`src/rtl/div3_serial_ctrl.sv`:
```
// Digit-serial divide-by-3 sequencer: one dividend nibble per cycle through a remainder/digit table.
// Optional build macro DIV3_SKIP_ZERO_EN skips leading all-zero nibbles at accept time.
module div3_serial_ctrl #(
  parameter int unsigned DATA_WIDTH = 20
) (
  input  logic                  sys_clock,
  input  logic                  reset_n,
  input  logic                  in_valid,
  output logic                  in_ready,
  input  logic [DATA_WIDTH-1:0] divident,
  output logic                  out_valid,
  input  logic                  out_ready,
  output logic [DATA_WIDTH-1:0] quotient,
  output logic [1:0]            reminder,
  output logic                  busy
);

  localparam int unsigned DIGITS = DATA_WIDTH / 4;
  localparam int unsigned CNT_W  = $clog2(DIGITS + 1);
  localparam int unsigned IDX_W  = 6;
  localparam int unsigned TAB_N  = 64;

  if ((DATA_WIDTH % 4) != 0 || DATA_WIDTH < 8) begin : g_width_chk
    $error("div3_serial_ctrl: DATA_WIDTH must be a multiple of 4 and at least 8");
  end

  typedef enum logic [1:0] {
    S_IDLE = 2'd0,
    S_RUN  = 2'd1,
    S_DONE = 2'd2
  } state_t;

  typedef logic [TAB_N-1:0][3:0] q_tab_t;
  typedef logic [TAB_N-1:0][1:0] r_tab_t;

  // Digit tables indexed by {remainder, nibble}; entries above 47 are never addressed.
  function automatic q_tab_t build_q_tab();
    q_tab_t t;
    for (int unsigned i = 0; i < TAB_N; i++) begin
      t[i] = 4'(i / 3);
    end
    return t;
  endfunction

  function automatic r_tab_t build_r_tab();
    r_tab_t t;
    for (int unsigned i = 0; i < TAB_N; i++) begin
      t[i] = 2'(i % 3);
    end
    return t;
  endfunction

  localparam q_tab_t Q_TAB = build_q_tab();
  localparam r_tab_t R_TAB = build_r_tab();

  state_t                state_q, state_d;
  logic [DATA_WIDTH-1:0] sreg_q, sreg_d;
  logic [DATA_WIDTH-1:0] acc_q, acc_d;
  logic [1:0]            rem_q, rem_d;
  logic [CNT_W-1:0]      cnt_q, cnt_d;
  logic [DATA_WIDTH-1:0] quot_out_q, quot_out_d;
  logic [1:0]            rem_out_q, rem_out_d;
  logic                  in_ready_q, in_ready_d;
  logic                  out_valid_q, out_valid_d;
  logic                  busy_q, busy_d;

  logic [IDX_W-1:0]      idx;
  logic [3:0]            q_dig;
  logic [1:0]            r_dig;
  logic [DATA_WIDTH-1:0] acc_next;
  logic [DATA_WIDTH-1:0] load_sreg;
  logic [CNT_W-1:0]      load_cnt;

`ifdef DIV3_SKIP_ZERO_EN
  logic [CNT_W-1:0]      sig_cnt;
  logic [CNT_W-1:0]      skip_nib;

  // Significant-nibble count (at least 1) and MS-aligned operand for the skip-zero load.
  always_comb begin
    sig_cnt = CNT_W'(1);
    for (int unsigned i = 0; i < DIGITS; i++) begin
      if (divident[4*i +: 4] != 4'h0) begin
        sig_cnt = CNT_W'(i + 1);
      end
    end
    skip_nib  = CNT_W'(DIGITS) - sig_cnt;
    load_cnt  = sig_cnt;
    load_sreg = divident << {skip_nib, 2'b00};
  end
`else
  assign load_cnt  = CNT_W'(DIGITS);
  assign load_sreg = divident;
`endif

  assign idx      = {rem_q, sreg_q[DATA_WIDTH-1 -: 4]};
  assign q_dig    = Q_TAB[idx];
  assign r_dig    = R_TAB[idx];
  assign acc_next = {acc_q[DATA_WIDTH-5:0], q_dig};

  // Next-state and registered-output logic.
  always_comb begin
    state_d     = state_q;
    sreg_d      = sreg_q;
    acc_d       = acc_q;
    rem_d       = rem_q;
    cnt_d       = cnt_q;
    quot_out_d  = quot_out_q;
    rem_out_d   = rem_out_q;
    in_ready_d  = in_ready_q;
    out_valid_d = out_valid_q;
    busy_d      = busy_q;

    unique case (state_q)
      S_IDLE: begin
        if (in_valid) begin
          sreg_d     = load_sreg;
          acc_d      = '0;
          rem_d      = 2'd0;
          cnt_d      = load_cnt;
          in_ready_d = 1'b0;
          busy_d     = 1'b1;
          state_d    = S_RUN;
        end
      end
      S_RUN: begin
        acc_d  = acc_next;
        rem_d  = r_dig;
        sreg_d = sreg_q << 4;
        cnt_d  = cnt_q - CNT_W'(1);
        if (cnt_q == CNT_W'(1)) begin
          quot_out_d  = acc_next;
          rem_out_d   = r_dig;
          out_valid_d = 1'b1;
          busy_d      = 1'b0;
          state_d     = S_DONE;
        end
      end
      S_DONE: begin
        if (out_ready) begin
          out_valid_d = 1'b0;
          in_ready_d  = 1'b1;
          state_d     = S_IDLE;
        end
      end
      default: begin
        out_valid_d = 1'b0;
        in_ready_d  = 1'b1;
        busy_d      = 1'b0;
        state_d     = S_IDLE;
      end
    endcase
  end

  // All state; reset discards any partial operation.
  always_ff @(posedge sys_clock or negedge reset_n) begin
    if (!reset_n) begin
      state_q     <= S_IDLE;
      sreg_q      <= '0;
      acc_q       <= '0;
      rem_q       <= 2'd0;
      cnt_q       <= '0;
      quot_out_q  <= '0;
      rem_out_q   <= 2'd0;
      in_ready_q  <= 1'b1;
      out_valid_q <= 1'b0;
      busy_q      <= 1'b0;
    end else begin
      state_q     <= state_d;
      sreg_q      <= sreg_d;
      acc_q       <= acc_d;
      rem_q       <= rem_d;
      cnt_q       <= cnt_d;
      quot_out_q  <= quot_out_d;
      rem_out_q   <= rem_out_d;
      in_ready_q  <= in_ready_d;
      out_valid_q <= out_valid_d;
      busy_q      <= busy_d;
    end
  end

  assign in_ready  = in_ready_q;
  assign out_valid = out_valid_q;
  assign busy      = busy_q;
  assign quotient  = quot_out_q;
  assign reminder  = rem_out_q;

endmodule

```
`config.mk`:
```
export PLATFORM = sky130hd
export DESIGN_NAME = div3_serial_ctrl
export DESIGN_NICKNAME = d
export VERILOG_FILES = /design/src/rtl/div3_serial_ctrl.sv
export SDC_FILE = /design/constraint.sdc
export NUM_CORES = 1
export LEC_CHECK = 0
export BUFFER_PORTS_ARGS = -buffer_cell sky130_fd_sc_hd__buf_2
export CAP_MARGIN = 20
export CORE_MARGIN = 2
export CORE_UTILIZATION = 40
export CTS_CLUSTER_DIAMETER = 120
export DETAILED_ROUTE_END_ITERATION = 12
export GPL_ROUTABILITY_DRIVEN = 0
export SYNTH_ARGS = -nofsm -noshare
export SYNTH_HDL_FRONTEND = slang
export SYNTH_SLANG_ARGS = --single-unit
```
`constraint.sdc`:
```
create_clock -name sys_clock -period 2.02 [get_ports sys_clock]
set_clock_uncertainty 0.05 [all_clocks]
set_input_delay 0.101 -clock sys_clock [delete_from_list [all_inputs] [get_ports sys_clock]]
set_output_delay 0.101 -clock sys_clock [all_outputs]
set_load 0.05 [all_outputs]
```
==> results_dict.tcl <==
set metrics [dict create \
    synth-seq-area-share 0.4971 \
    clock.fmax_ghz 0.5308 \
    period_needed_ns 1.884 \
    multi_input_area_um2 1536 \
    fin_crit_sh 0.9326 \
    avgSynthCellArea_um2 9.412 \
    post_cts_buffers 0 \
    power-per-cell-area_nw_per_um2 1726 \
    die_h_um 96.55 \
    ant_nets 0 \
    place_ws_ns 0.1657 \
    cts_buffers 9 \
    wl_met2_mm 3.487 \
    hold_end "sreg_q[16]" \
    dr.first_iter.drc_count 115 \
    timing.rr.start "sreg_q[18]" \
    worstRegToRegCells 5 \
    status "complete, no violations" \
    drive_above_1_share 0.2019 \
    hp-start "divident[16]" \
    syn2layout_area_growth_pct 20.60 \
    wl_met1_mm 3.687 \
    grt_pass1_vias 2677 \
    antenna_found_initial 0 \
    ff2ff_setup_slack_ns 0.14 \
    vias 2830 \
    synthArstFlopShare 1.000 \
    dr.pass1.iters 4 \
    endpoint_kind "flip-flop" \
    synth_warnings 0 \
    relSlewSlack 0.5954 \
    hpwl_mm 5.230 \
    grt_start_max_net_pins 69 \
    final_common_cell "nand2_1" \
    port_buffers 48 \
    ys_types 47 \
    cellLeakagePower_uw 0.001986 \
    path_max_fanout 10 \
    fin_nets 458 \
    seq_area_um2 1703 \
    critPathLaunchType "flip-flop" \
    holdPathStages 3 \
    die_w_um 96.55 \
    wl_per_cell_um 14.29 \
    synth_seq_cells 68 \
    max-vdd-ir-drop_v 0.0006494 \
    finalSetupTns_ns 0 \
    grt-ovfl-total 0 \
    drcViolationCount 0 \
    post-route-util 0.5003 \
    r2r-end "rem_q[0]" \
    postSynthCellCount 364 \
    clk_path_buf_depth 2 \
    dr.max_layer_used "met4" \
    std_cell_rows 33 \
    die_area_um2 9321 \
    clk_latency_ns 0.34 \
    hold_viol 0 \
    vias_per_cell 5.280 \
    cts_tree "done" \
    synthesis.nets 396 \
    setup_violations 0 \
    synthFlopType "dfrtp_1" \
    required_ns 2.23 \
    clk_pin_slew_ns 0.08 \
    final_cell_mix "nand2_1, dfrtp_1, buf_2" \
    slew_violations 0 \
    root_buffer "clkbuf_8" \
    core_region_area_um2 8258 \
    rsz0062_at_grt "false" \
    ios 49 \
    timing.hold.worst.class "input port to flip-flop" \
    nFillCells 774 \
    grt_pass1_wl_mm 13.07 \
    h-tree-depth 3 \
    clock-sinks 68 \
    diodes 0 \
    layout_setup_ws_ns 0.1361 \
    max-cap-violations 0 \
    initial_utilization 0.4148 \
    syn_area_um2 3426 \
    critPathArrivalTime_ns 2.10 \
    critPathKind "flip-flop to flip-flop" \
    wirelength_mm 7.660 \
    synth_edf_count 0 \
    grt.total_usage 0.1835 \
    route.met3.wl_um 410 \
    worstMarginPinSlew_ns 0.6069 \
]
## Yosys cell counts (all sizes together), types with 3 or more instances
cell,instances,area [um^2]
o2111ai,3,26.28
a22o,12,105.1
nand2b,10,62.56
nand2,80,300.3
o21ai,38,190.2
inv,10,37.54
ha,8,100.1
nor2,13,48.80
mux2i,13,133.9
o22ai,3,18.77
buf,19,116.4
nor2b,15,101.3
xor2,3,26.28
dfrtp,67,1677
a22oi,8,60.06
a21oi,17,85.08
o32ai,3,26.28
clkbuf,9,33.78
## through the flow
step | power, uW | hold WS, ns | area [um^2] | std cells
final | 7130 | 0.007942 | 4131 | 536
after CTS | 7170 | 0.003236 | 4129 | 536
after global placement | 5922 | 0.09761 | 3790 | 506
after floorplan | 5123 | -0.2446 | 3426 | 364
after detailed placement | 5999 | 0.1001 | 3790 | 506
after global routing | 7697 | 0.01747 | 4131 | 536
## metal layers
layer  GRT usage  up-vias
met2      0.2778       75
met4     0.05516        0
met1      0.2659     1358
li1            -     1389
met5           0        -
met3     0.03801        8
## how the worst max path moves through the flow
stage	startpoint	to	slack [ns]	cells after the start
after floorplan	sreg_q[17]	reminder[1]	0.44	7
after global placement	sreg_q[18]	rem_q[0]	0.22	5
after detailed placement	sreg_q[18]	rem_q[0]	0.17	5
after CTS	sreg_q[18]	rem_q[0]	0.15	5
after global routing	sreg_q[18]	rem_q[0]	0.001	5
final	sreg_q[18]	rem_q[0]	0.14	5
## worst max-delay path: stages, from the launching register on
cell and delay (ns):
dfrtp_1 0.57, nand2b_1 0.41, mux2i_2 0.19, a211oi_1 0.35, nor2_1 0.08, a31oi_1 0.17
## kinds of logic after synthesis
kind of cell	count (synthesis)	synth area share
multiplexers	13	0.03908
AO/OA/AOI/OAI	103	0.1958
buffers and inverters	39	0.05588
flip-flops	68	0.4971
adder cells (fa/ha/maj)	10	0.03506
XOR/XNOR	3	0.007671
AND/OR/NAND/NOR	128	0.1695
## final cells by class
type | instances | area share
flip-flops and latches | 68 | 0.4122
inverters | 11 | 0.009994
well taps | 105 | 0.03180
multi-input cells | 257 | 0.3719
clock inverters | 7 | 0.01817
repair buffers | 79 | 0.1260
clock buffers | 9 | 0.02998
## sequential cells by signal, indices dropped and copies added, names as in the netlist
name       cells
acc_q         16
quotient      20
in_ready       1
sreg_q        20
out_valid      1
busy           1
reminder       2
rem_q          2
cnt_q          3
state_q        2
## report_power, final
part	total, uW	internal, uW	switching, uW	leakage (uW)
Sequential	2420	1920	493	0.000875
Combinational	3580	1300	2280	0.00102
Clock	1130	573	558	0.0000918
## repair_timing
action                                  4_1_cts  5_1_grt
endpoints found under the hold margin        81        0
hold buffers                                 14        0
gates resized for setup                       0        1
endpoints found under the setup margin        0        2
Note: power is estimated with default switching activity, not from simulation.
